`src/rtl/aucohl_uart_rx.sv`:
```
// UART receiver: 16x oversampling, mid-bit sampling, optional parity.
// Completed words are pushed into a downstream FIFO through a wr/wdata/full interface.
module aucohl_uart_rx #(
  parameter int DW = 8,
  parameter int W  = 16
) (
  input  logic          clk,
  input  logic          rst_n,
  input  logic          en,
  input  logic          rx,
  input  logic [W-1:0]  clk_div,
  input  logic          parity_en,
  input  logic          parity_odd,
  input  logic          fifo_full,
  output logic          wr,
  output logic [DW-1:0] wdata,
  output logic          busy,
  output logic          frame_err,
  output logic          parity_err,
  output logic          overrun
);

  typedef enum logic [2:0] {IDLE, START, DATA, PARITY, STOP} state_e;

  state_e        state_q, state_d;
  logic          rx_s1_q, rx_s2_q, rx_prev_q;
  logic [W-1:0]  p_q, p_d;
  logic [3:0]    s_q, s_d;
  logic [3:0]    b_q, b_d;
  logic [DW-1:0] sh_q, sh_d;
  logic          par_q, par_d;
  logic          wr_q, wr_d;
  logic [DW-1:0] wdata_q, wdata_d;
  logic          fe_q, fe_d;
  logic          pe_q, pe_d;
  logic          ov_q, ov_d;
  logic          tick;
  logic          fall;

  // Synchronizer flops idle high so reset never looks like a start edge.
  always_ff @(posedge clk or negedge rst_n) begin
    if (!rst_n) begin
      rx_s1_q   <= 1'b1;
      rx_s2_q   <= 1'b1;
      rx_prev_q <= 1'b1;
    end else begin
      rx_s1_q   <= rx;
      rx_s2_q   <= rx_s1_q;
      rx_prev_q <= rx_s2_q;
    end
  end

  assign fall = rx_prev_q & ~rx_s2_q;
  assign tick = en & (p_q == '0);

  always_ff @(posedge clk or negedge rst_n) begin
    if (!rst_n) begin
      state_q <= IDLE;
      p_q     <= '0;
      s_q     <= '0;
      b_q     <= '0;
      sh_q    <= '0;
      par_q   <= 1'b0;
      wr_q    <= 1'b0;
      wdata_q <= '0;
      fe_q    <= 1'b0;
      pe_q    <= 1'b0;
      ov_q    <= 1'b0;
    end else begin
      state_q <= state_d;
      p_q     <= p_d;
      s_q     <= s_d;
      b_q     <= b_d;
      sh_q    <= sh_d;
      par_q   <= par_d;
      wr_q    <= wr_d;
      wdata_q <= wdata_d;
      fe_q    <= fe_d;
      pe_q    <= pe_d;
      ov_q    <= ov_d;
    end
  end

  always_comb begin
    state_d = state_q;
    p_d     = tick ? clk_div : p_q - W'(1);
    s_d     = tick ? s_q + 4'd1 : s_q;
    b_d     = b_q;
    sh_d    = sh_q;
    par_d   = par_q;
    wr_d    = 1'b0;
    wdata_d = wdata_q;
    fe_d    = 1'b0;
    pe_d    = 1'b0;
    ov_d    = 1'b0;

    case (state_q)
      IDLE: begin
        if (fall) begin
          state_d = START;
          p_d     = clk_div;
          s_d     = 4'd0;
        end
      end
      START: begin
        if (tick && s_q == 4'd7) begin
          if (!rx_s2_q) begin
            state_d = DATA;
            s_d     = 4'd0;
            b_d     = 4'd0;
          end else begin
            state_d = IDLE;
          end
        end
      end
      DATA: begin
        if (tick && s_q == 4'd15) begin
          sh_d = {rx_s2_q, sh_q[DW-1:1]};
          b_d  = b_q + 4'd1;
          s_d  = 4'd0;
          if (b_q == 4'(DW - 1)) begin
            state_d = parity_en ? PARITY : STOP;
          end
        end
      end
      PARITY: begin
        if (tick && s_q == 4'd15) begin
          par_d   = rx_s2_q;
          state_d = STOP;
          s_d     = 4'd0;
        end
      end
      STOP: begin
        // Return to IDLE mid stop bit so a back-to-back start edge is not missed.
        if (tick && s_q == 4'd15) begin
          state_d = IDLE;
          s_d     = 4'd0;
          fe_d    = ~rx_s2_q;
          pe_d    = parity_en & ((^sh_q) ^ par_q ^ parity_odd);
          if (fifo_full) begin
            ov_d = 1'b1;
          end else begin
            wr_d    = 1'b1;
            wdata_d = sh_q;
          end
        end
      end
      default: state_d = IDLE;
    endcase

    if (!en) begin
      state_d = IDLE;
      s_d     = 4'd0;
      p_d     = '0;
      wr_d    = 1'b0;
      fe_d    = 1'b0;
      pe_d    = 1'b0;
      ov_d    = 1'b0;
    end
  end

  assign wr         = wr_q;
  assign wdata      = wdata_q;
  assign busy       = (state_q != IDLE);
  assign frame_err  = fe_q;
  assign parity_err = pe_q;
  assign overrun    = ov_q;

endmodule

```
`config.mk`:
```
export PLATFORM = sky130hd
export DESIGN_NAME = aucohl_uart_rx
export DESIGN_NICKNAME = d
export VERILOG_FILES = /design/src/rtl/aucohl_uart_rx.sv
export SDC_FILE = /design/constraint.sdc
export NUM_CORES = 1
export LEC_CHECK = 0
export ABC_CLOCK_PERIOD_IN_PS = 2500
export CAP_MARGIN = 20
export CORE_UTILIZATION = 35
export CTS_CLUSTER_DIAMETER = 200
export CTS_CLUSTER_SIZE = 16
export DETAILED_ROUTE_END_ITERATION = 12
export HOLD_SLACK_MARGIN = 0.06
export MAX_ROUTING_LAYER = met4
export SYNTH_ARGS = -nofsm -noshare
export SYNTH_HDL_FRONTEND = slang
export SYNTH_SLANG_ARGS = --single-unit
export TNS_END_PERCENT = 10
```
`constraint.sdc`:
```
create_clock -name clk -period 2.5 [get_ports clk]
set_clock_uncertainty 0.05 [all_clocks]
set_input_delay 0.25 -clock clk [delete_from_list [all_inputs] [get_ports clk]]
set_output_delay 0.25 -clock clk [all_outputs]
set_load 0.02 [all_outputs]
```
==> results.md, run 1 <==
* Status: finished clean
* Portion of the post-synthesis area used by sequential elements at 47.1%
* Number of antenna violations at the first check in global routing at 0
* Maximum VDD drop at 0.374 mV
* Power density relative to cell area at 614 mW/mm^2
* Clk pin slew, worst setup/hold paths at 90 ps
* Cell area reported after detailed placement at 0.00324 mm^2
* Synth Warn # at 0
* Horizontal extent of the die at 90.2 um
* Type of element launching the critical path: flop
* Capture instance of the worst register-to-register path: wdata[7]$_DFFE_PN0N_
* Ys async rst share at 100%
* Ports at 36
* Number of register bits inferred by synthesis at 51
* Area enclosed by the die boundary at 0.00813 mm^2
* Effective utilization at floorplan at 36.9%
* H-tree level count at 2
* Share of post-route cells with drive strength above 1 at 16.6%
* Worst Hold Path EP: rx_s1_q$_DFF_PN1_
* Number of instances in the synthesized netlist at 244
* Fin crit share at 93.9%
* Worst-case reg-to-reg path depth at 6
* Max-capacitance violation count at 0
* Final critical path time including I/O delays and setup at 2350 ps
* Count of unique library cells instantiated by Yosys at 49
* Dominant synthesized flop cell: sky130_fd_sc_hd__dfrtp_1
* Instance count along the most critical hold path at 1
* CP Data Required Time at 2640 ps
* Sum of routed wire length over all layers at 5290 um
* Total global-route track usage at 14.5%
* Num Clock Sinks at 51
* # DRC at 0
* Setup TNS Final at 0 ps
* Register-to-Register Setup Slack at 150 ps
* Critical path arrival at 2490 ps
* Number of endpoints with negative hold slack in the final report at 0
* RSZ-0062 raised after global routing: no
* Remaining antenna violation count after routing at 0
* Placeable core area at 0.00737 mm^2
* Static Leak at 1.60 nW
* Maximum clock frequency at 0.426 GHz
* Largest stage delay on the critical path at 580 ps
* Setup Crit Path Kind: reg2reg
* Inserted Clock Buffers at 5
* Source-to-sink clock delay at the later pin of the worst-skew pair at 300 ps
* Routed wirelength normalized by instance count at 13.6 um
* Final design instance area without fill at 0.00335 mm^2
* Net count of the mapped netlist at 271
* ANT cells at 0
* Remaining global-route overflow at 0
* Min-Delay Path Class: in2reg
* Area Overhead vs Synth at 23.1%
* Post-detailed-placement half-perimeter wirelength at 3810 um
* Via density at 4.95
* CTS Root Buffer Type: sky130_fd_sc_hd__clkbuf_8
* Critical Path End Type: flop
* Number of vias in the routed layout at 1,922
* DRT iter0 DRCs at 71
* Final GP Congestion at 0.837
* Worst hold start: rx
* Number of enable-type register cells in the synthesized netlist at 0
* Number of core rows at 31
* CTS tree: done
* Count of port buffers added during placement at 35
* Final nets at 315
* Crit Path Max Fanout at 8
* Clock Tree Buf Depth at 2
* Commonest cells after routing, fill and taps aside: sky130_fd_sc_hd__dfrtp_1, sky130_fd_sc_hd__clkdlybuf4s50_1, sky130_fd_sc_hd__nand2_1
* Overall power at 0.00206 W
* Ordered list of cells on the worst path: ha_1, and3_1, and2_1, nand2_4, or3_1, mux2_4
* Post-synthesis cell area at 0.00272 mm^2
* Count of cells resized by post-cts repair at 0
* DR pass1 iterations at 5
* Most common cell after layout, fill and taps aside: sky130_fd_sc_hd__dfrtp_1
* Final Max Tran Viols at 0
* Die Y at 90.2 um
* Headroom to the max-slew limit at 59.8%
* Pin count of the biggest net entering global routing at 32
* Origin of the critical flop-to-flop path: s_q[0]$_DFF_PN0_
* Transition time at the pin with the least slew margin at 603 ps
* Post-Synthesis Mean Instance Area at 11.1 um^2
* Cell type of the slowest stage on the worst timing path: sky130_fd_sc_hd__or3_1
* Via count of the first global-routing pass at 1,951
* Final setup viols at 0
* First-pass GRT wire length at 9450 um
==> power by group <==
| part | internal (W) | switching [W] | leakage [nW] | total, W |
|---|---|---|---|---|
| Sequential | 0.000890 | 0.0000920 | 0.682 | 0.000982 |
| Combinational | 0.000303 | 0.000278 | 0.869 | 0.000582 |
| Clock | 0.000227 | 0.000266 | 0.0484 | 0.000493 |
==> cell type report <==
type                            instances  area (um^2)
Fill cell                             731         4020
Multi-Input combinational cell        175         1350
Sequential cell                        51         1280
Timing Repair Buffer                   48          470
Tap cell                               99          124
Clock buffer                            7         86.3
Inverter                                7         26.3
Clock inverter                          1         8.76
==> what timing repair did <==
item / in CTS / in global routing
endpoints found under the hold margin: 24 / 0
hold buffers: 1 / 0
setup buffers: 0 / 0
==> critical path: cells and delay by family (launching register included) <==
| kind | cells | cell delay (ps) |
|---|---|---|
| and+or+nand+nor | 4 | 1220 |
| DFF | 1 | 400 |
| muxes | 1 | 370 |
| adders and majority gates | 1 | 200 |
==> synth_stat cells, types with 5 or more instances <==
master | instances | area share, %
sky130_fd_sc_hd__nor3b_1 | 5 | 1.4
sky130_fd_sc_hd__inv_1 | 7 | 0.97
sky130_fd_sc_hd__mux2_4 | 8 | 4.4
sky130_fd_sc_hd__xnor2_1 | 13 | 4.2
sky130_fd_sc_hd__nand3b_1 | 5 | 1.4
sky130_fd_sc_hd__nor3_1 | 7 | 1.3
sky130_fd_sc_hd__o211a_1 | 13 | 4.8
sky130_fd_sc_hd__a21oi_1 | 9 | 1.7
sky130_fd_sc_hd__dfrtp_1 | 48 | 44
sky130_fd_sc_hd__nor2_1 | 11 | 1.5
sky130_fd_sc_hd__mux2_2 | 9 | 3.7
sky130_fd_sc_hd__or3_1 | 5 | 1.1
sky130_fd_sc_hd__xor2_1 | 11 | 3.5
sky130_fd_sc_hd__nand2_1 | 20 | 2.8
sky130_fd_sc_hd__nand3_1 | 11 | 2.0
==> stage by stage <==
step | setup WS, ps | instances | utilization, % | hold WS, ps
finish | 152 | 388 | 45.4 | 296
global route | 32.5 | 388 | 45.4 | 285
CTS | 142 | 388 | 45.4 | 281
detailed placement | 27.6 | 379 | 44.0 | 257
global placement | 60.4 | 379 | 44.0 | 244
floorplan | 408 | 244 | - | -95.6
==> worst max path at each step <==
stage,end,startpoint,cells past startpoint
2_1_floorplan,wdata[0]$_DFFE_PN0N_,p_q[0]$_DFF_PN0_,8
3_3_place_gp,wdata[6]$_DFFE_PN0N_,en,6
6_report,wdata[7]$_DFFE_PN0N_,s_q[0]$_DFF_PN0_,6
5_1_grt,wdata[2]$_DFFE_PN0N_,s_q[0]$_DFF_PN0_,6
3_5_place_dp,wdata[2]$_DFFE_PN0N_,en,6
4_1_cts,wdata[7]$_DFFE_PN0N_,p_q[0]$_DFF_PN0_,7
==> cell families after synthesis <==
family / count (synthesis) / share of synthesized area (%)
and+or+nand+nor: 87 / 19.5
DFF: 51 / 47.1
AOI/OAI and AO/OA: 40 / 11.2
xor gates and xnor gates: 24 / 7.73
muxes: 20 / 9.29
buffers and inverters: 18 / 3.36
adders and majority gates: 4 / 1.84
==> per-layer routing <==
| metal | GRT usage (%) | up-vias | wire length (um) |
|---|---|---|---|
| met5 | - | - | 0 |
| met4 | 3.63 | 0 | 44 |
| met3 | 2.62 | 4 | 182 |
| met2 | 21.4 | 33 | 2440 |
| met1 | 20.7 | 925 | 2620 |
| li1 | - | 960 | - |
==> flip-flops by register name, indices dropped and copies added (netlist names), 3 cells and up <==
signal	cells
p_q	16
wdata	8
b_q	4
s_q	4
sh_q	8
state_q	3
Note: power is estimated with default switching activity, not from simulation.
==> run 2, diff against run 1 <==
--- a/constraint.sdc
+++ b/constraint.sdc
@@ -4,2 +4,2 @@
 set_output_delay 0.25 -clock clk [all_outputs]
-set_load 0.02 [all_outputs]
+set_load 0.01 [all_outputs]
==> results of run 2 <==
The final DEF is identical to that of run 1. Status: finished clean.
Among the figures that moved: total power 0.00206 W -> 0.00205 W
